File: src/rtl/shifter_pkg.sv
// Shared opcodes, flag positions and FSM state type for the sequential shift unit.
package shifter_pkg;

  localparam logic [3:0] OP_SLL = 4'd8;
  localparam logic [3:0] OP_ROL = 4'd9;
  localparam logic [3:0] OP_SRL = 4'd10;
  localparam logic [3:0] OP_SRA = 4'd11;
  localparam logic [3:0] OP_ROR = 4'd12;

  localparam int unsigned FLG_S = 3;
  localparam int unsigned FLG_Z = 2;
  localparam int unsigned FLG_C = 1;
  localparam int unsigned FLG_V = 0;

  typedef enum logic [1:0] {IDLE, SHIFT, HOLD} state_t;

  // Anything outside the shift opcodes is a pass-through.
  function automatic logic is_shift_op(input logic [3:0] op);
    return (op == OP_SLL) || (op == OP_ROL) || (op == OP_SRL) ||
           (op == OP_SRA) || (op == OP_ROR);
  endfunction

endpackage

File: src/rtl/shift_step.sv
// One combinational shift step: shifts by k (1..STEP) and reports the last bit shifted out.
module shift_step
  import shifter_pkg::*;
#(
  parameter int unsigned WIDTH   = 16,
  parameter int unsigned SHAMT_W = $clog2(WIDTH)
) (
  input  logic [WIDTH-1:0]   a,
  input  logic [3:0]         opcode,
  input  logic [SHAMT_W-1:0] k,
  input  logic               fill,
  output logic [WIDTH-1:0]   y,
  output logic               carry
);

  logic [2*WIDTH-1:0] left_w;
  logic [2*WIDTH-1:0] right_w;
  logic [WIDTH-1:0]   fill_mask;
  logic [SHAMT_W:0]   k_inv;

  always_comb begin
    // Double-width shifts keep the bit that falls off next to the result.
    left_w    = {{WIDTH{1'b0}}, a} << k;
    right_w   = {a, {WIDTH{1'b0}}} >> k;
    fill_mask = ~({WIDTH{1'b1}} >> k);
    k_inv     = (SHAMT_W + 1)'(WIDTH) - {1'b0, k};
    y         = a;
    carry     = 1'b0;
    case (opcode)
      OP_SLL: begin
        y     = left_w[WIDTH-1:0];
        carry = left_w[WIDTH];
      end
      OP_SRL: begin
        y     = right_w[2*WIDTH-1:WIDTH];
        carry = right_w[WIDTH-1];
      end
      OP_SRA: begin
        y     = right_w[2*WIDTH-1:WIDTH] | (fill ? fill_mask : '0);
        carry = right_w[WIDTH-1];
      end
      OP_ROL:  y = (a << k) | (a >> k_inv);
      OP_ROR:  y = (a >> k) | (a << k_inv);
      default: ;
    endcase
  end

endmodule

File: src/rtl/shifter_seq.sv
// Multi-cycle shift/rotate unit: STEP bits per cycle, valid/ready on both sides, abortable.
module shifter_seq
  import shifter_pkg::*;
#(
  parameter int unsigned WIDTH   = 16,
  parameter int unsigned STEP    = 1,
  parameter int unsigned SHAMT_W = $clog2(WIDTH)
) (
  input  logic               clk,
  input  logic               rst,
  input  logic               in_valid,
  output logic               in_ready,
  input  logic [3:0]         in_opcode,
  input  logic [WIDTH-1:0]   in_a,
  input  logic [SHAMT_W-1:0] in_d,
  input  logic               abort,
  output logic               out_valid,
  input  logic               out_ready,
  output logic [WIDTH-1:0]   out_data,
  output logic [3:0]         out_cond
);

  // Amounts never exceed WIDTH-1, so a STEP of WIDTH is clamped to fit the counter.
  localparam int unsigned      STEP_CAP = (STEP > WIDTH - 1) ? WIDTH - 1 : STEP;
  localparam logic [SHAMT_W-1:0] STEP_K = SHAMT_W'(STEP_CAP);

  state_t             state;
  logic [WIDTH-1:0]   work;
  logic [SHAMT_W-1:0] remaining;
  logic [3:0]         opcode;
  logic               msb;

  logic [SHAMT_W-1:0] k;
  logic [WIDTH-1:0]   step_y;
  logic               step_c;
  logic               last_step;

  assign k         = (remaining > STEP_K) ? STEP_K : remaining;
  assign last_step = (32'(remaining) <= STEP);
  assign in_ready  = (state == IDLE);
  assign out_valid = (state == HOLD);

  shift_step #(
    .WIDTH  (WIDTH),
    .SHAMT_W(SHAMT_W)
  ) u_shift_step (
    .a     (work),
    .opcode(opcode),
    .k     (k),
    .fill  (msb),
    .y     (step_y),
    .carry (step_c)
  );

  function automatic logic [3:0] cond_of(input logic [WIDTH-1:0] data, input logic c);
    logic [3:0] f;
    f        = '0;
    f[FLG_S] = data[WIDTH-1];
    f[FLG_Z] = (data == '0);
    f[FLG_C] = c;
    f[FLG_V] = 1'b0;
    return f;
  endfunction

  always_ff @(posedge clk or posedge rst) begin
    if (rst) begin
      state     <= IDLE;
      work      <= '0;
      remaining <= '0;
      opcode    <= '0;
      msb       <= 1'b0;
      out_data  <= '0;
      out_cond  <= '0;
    end else begin
      case (state)
        IDLE: begin
          if (in_valid) begin
            work      <= in_a;
            opcode    <= in_opcode;
            remaining <= in_d;
            msb       <= in_a[WIDTH-1];
            if (!is_shift_op(in_opcode) || (in_d == '0)) begin
              out_data <= in_a;
              out_cond <= cond_of(in_a, 1'b0);
              state    <= HOLD;
            end else begin
              state <= SHIFT;
            end
          end
        end
        SHIFT: begin
          if (abort) begin
            state <= IDLE;
          end else begin
            work      <= step_y;
            remaining <= remaining - k;
            if (last_step) begin
              out_data <= step_y;
              out_cond <= cond_of(step_y, step_c);
              state    <= HOLD;
            end
          end
        end
        HOLD: begin
          if (abort || out_ready) state <= IDLE;
        end
        default: state <= IDLE;
      endcase
    end
  end

endmodule

File: config.mk
export PLATFORM = sky130hd
export DESIGN_NAME = shifter_seq
export DESIGN_NICKNAME = d
export VERILOG_FILES = /design/src/rtl/shifter_pkg.sv /design/src/rtl/shift_step.sv /design/src/rtl/shifter_seq.sv
export SDC_FILE = /design/constraint.sdc
export NUM_CORES = 1
export LEC_CHECK = 0
export BUFFER_PORTS_ARGS = -buffer_cell sky130_fd_sc_hd__buf_2
export CAP_MARGIN = 10
export CORE_UTILIZATION = 44
export CTS_CLUSTER_DIAMETER = 80
export DETAILED_ROUTE_END_ITERATION = 12
export PLACE_DENSITY = 0.72
export SLEW_MARGIN = 5
export SYNTH_ARGS = -nofsm -noshare
export SYNTH_HDL_FRONTEND = slang
export SYNTH_SLANG_ARGS = --single-unit
File: constraint.sdc
create_clock -name clk -period 4.17 [get_ports clk]
set_input_delay 0.834 -clock clk [delete_from_list [all_inputs] [get_ports clk]]
set_output_delay 0.834 -clock clk [all_outputs]
set_load 0.02 [all_outputs]
==> summary.txt <==
Status
  – Outcome: finished clean

Floorplan
  – Die ar.: 10100 sq um
  – I/O Pins: 51
  – Initial Utilization: 45.8%
  – CORE AREA: 9330 sq um
  – Rows: 35
  – Die Ht: 101 um
  – Die X: 101 um

Synthesis
  – Cell taking the most area after synthesis: dfrtp_1
  – Ys async rst share: 100%
  – Synth Flop Type: dfrtp_1
  – Yosys cell types: 73
  – Post-synth EDFFs: 0
  – Most area-consuming cells after synthesis: dfrtp_1, mux2_2, mux4_2
  – Post-Syn Instances: 519
  – Synth warn: 0
  – Mean post-synth cell area: 8.24 sq um
  – Synthesized flop and latch total: 45
  – Seq/Total Area, Yosys: 26.3%
  – Post-Syn Area: 4280 sq um
  – Top cell type's share of synthesized area: 26.3%

Global routing
  – Initial antenna violation count: 0
  – Global-route wire length before repair: 23.8 mm
  – Overflow after GRT: 0
  – Vias in the first global route: 4250
  – Largest net degree at the start of global routing: 51
  – Gr usage total: 30.7%

Setup path
  – Critical path class: reg2reg
  – Crit Reg-Reg Startpoint: remaining[1]
  – Worst path arrival time: 4.08 ns
  – Crit Path Max Fanout: 12
  – Setup crit start: remaining[1]
  – Startpoint types: register
  – Critical Path RT: 4.41 ns
  – Setup crit end kind: register

Job
  – Max cap viols: 0

Drt
  – Drt initial violations: 511
  – Drt drc: 0
  – Average vias per placed instance: 6.59
  – Drt total wl: 14.9 mm
  – Vias post-DR: 4401
  – Remaining antenna violation count after routing: 0
  – Wire per inst: 22.4 um
  – 1st-pass router iterations: 5

Pwr
  – Leak: 1.91 nW
  – Sw Ratio: 55.3%
  – Worst vdd ir: 0.479 mV
  – Combinational Power Share: 67.2%
  – Share of power burned in registers: 26.5%
  – NetSw: 0.00238 W
  – Clock share of power: 6.3%
  – Pwr/cell area: 925 nW/um^2
  – Internal cell power: 0.00192 W

CTS
  – Post-CTS Setup Bufs: 0
  – Clock transition at the registers of the reported paths: 0.09 ns
  – Root Buffer: clkbuf_8
  – Post-cts sizing count: 0
  – CTS hold repair buffers: 0
  – H-tree Lvls: 2
  – CTS Buf Count: 5
  – CTS tree: yes
  – # clock sinks: 45
  – CTS max path bufs: 2
  – Skew-Pair Late Insertion Delay: 0.30 ns

Layout
  – Nets: 572
  – Fillers: 925
  – Final Instance Area: 4650 sq um
  – Ant. Diodes: 0
  – P&R area growth vs syn: 8.69%
  – Layout cells sized above 1: 22.8%
  – Post-route insts no fill: 668

Place
  – Pre-CTS setup slack: 0.475 ns
  – Port bufs: 49
  – Final HPWL from detailed placement: 10.7 mm
  – RePlAce Congestion: 0.959
  – Cells after DPL: 660
  – Area after DPL: 4560 sq um

STA
  – Tcrit/Tclk final: 92.1%
  – Slew @ Worst Pin: 1.17 ns
  – Final setup fails: 0
  – Worst Skew: 0.00620 ns
  – Final Hold Vio Count: 0
  – Final Max Tran Viols: 0
  – RSZ-0062 raised after global routing: no
  – Final min period: 3.84 ns
  – Slew HR: 21.4%
  – Final Hold Slack: 0.511 ns
  – Setup TNS: 0 ns
  – Final critical-path setup slack: 0.328 ns
  – F_max: 260 MHz

Worst hold path
  – Worst min path class: reg2reg
  – Origin of the worst min-delay path: out_data[10]
-- cell usage after synthesis, types with 3 or more instances --
library cell,instances
a211oi_1,5
a21o_1,3
a21oi_1,20
a22oi_1,6
a31oi_1,3
a32oi_1,4
and2_1,5
buf_1,5
buf_2,5
buf_6,6
clkbuf_1,39
dfrtp_1,45
ha_1,5
inv_1,13
mux2_2,23
mux2i_1,23
mux4_2,11
nand2_1,65
nand2b_1,7
nand3_1,12
nand3b_1,6
nand4_1,9
nor2_1,42
nor2b_1,8
nor3_1,11
nor4_1,13
o211ai_1,15
o21ai_0,40
o22ai_1,6
o31ai_1,3
or4_1,3
-- layout by cell type, fill, tap and decap left out, types with 6 or more instances in the layout --
master	count
mux2i_1	23
buf_2	49
dfrtp_1	45
nor3_1	11
nand3b_1	6
mux4_2	11
buf_4	17
nor2b_1	8
nand2_1	65
nand2b_1	7
a22oi_1	6
nand4_1	9
o22ai_1	6
o21ai_0	40
nor2_1	42
nor4_1	13
inv_1	12
mux2_2	23
nand3_1	12
o211ai_1	15
a21oi_1	20
-- final timing paths --
kind	slack, ns	cells past startpoint	to
worst max-delay path	0.33	10	out_cond[2]
worst min-delay path	0.51	1	out_data[10]
worst max register to register	0.33	10	out_cond[2]
worst min register to register	0.51	1	out_data[10]
max in group asynchronous	2.84	2	out_data[11]
min in group asynchronous	0.75	2	remaining[0]
-- flip-flops by register name, indices dropped and copies added (netlist names) --
| name | cells |
|---|---|
| out_data | 15 |
| out_cond | 3 |
| work | 16 |
| opcode | 4 |
| msb | 1 |
| remaining | 4 |
| state | 2 |
-- through the flow --
step / util (%) / total power (W)
after global placement: 48.9 / 0.00393
after floorplan: - / 0.00308
after CTS: 49.8 / 0.00421
after global routing: 49.8 / 0.00454
after detailed placement: 48.9 / 0.00393
final: 49.8 / 0.00430
-- worst max-delay path, stage by stage (launching register included) --
cell and delay (ns):
dfrtp_1 0.49, nor4_4 0.45, ha_1 0.49, mux4_2 0.53, and2_1 0.18, o211ai_1 0.17, a21oi_1 0.13, a2111oi_2 0.60
nand4_1 0.15, or4_1 0.53, nand2_1 0.08
-- cell type report --
class,instances,area (sq um),share of cell area [%]
clock buffers,6,72.6,1.56
clock inverters,2,15.0,0.323
inverters,15,58.8,1.27
multi-input cells,405,2840,61.1
flip-flops and latches,45,1130,24.2
well taps,129,161,3.47
repair buffers,66,373,8.02
-- power by group through the flow --
stage	combinational [W]	sequential, W	clock (W)
6_report	0.00289	0.00114	0.000272
5_1_grt	0.00309	0.00116	0.000294
4_1_cts	0.00282	0.00111	0.000282
3_5_place_dp	0.00281	0.00112	0
3_3_place_gp	0.00282	0.00111	0
2_1_floorplan	0.00218	0.000900	0
-- cell families (layout without fill, tap and decap cells) --
logic type                 count (synthesis)  after routing  share of synthesized area, %
other                                      2              5                         0.176
AOI/OAI and AO/OA                        140            140                          22.8
DFF                                       45             45                          26.3
adders and majority gates                  5              5                          1.46
buffers and inverters                     72             89                          7.76
muxes                                     60             60                          18.5
and+or+nand+nor                          195            195                          22.9
-- metal layers --
| metal | vias up | global-route usage (%) | part of all wire [%] |
|---|---|---|---|
| met5 | - | 0 | 0 |
| met4 | 0 | 13.8 | 5.0 |
| met3 | 69 | 4.99 | 10 |
| met2 | 277 | 47.3 | 43 |
| met1 | 2093 | 42.3 | 41 |
| li1 | 1962 | - | - |
No activity file was read; power rests on OpenSTA's default activity.
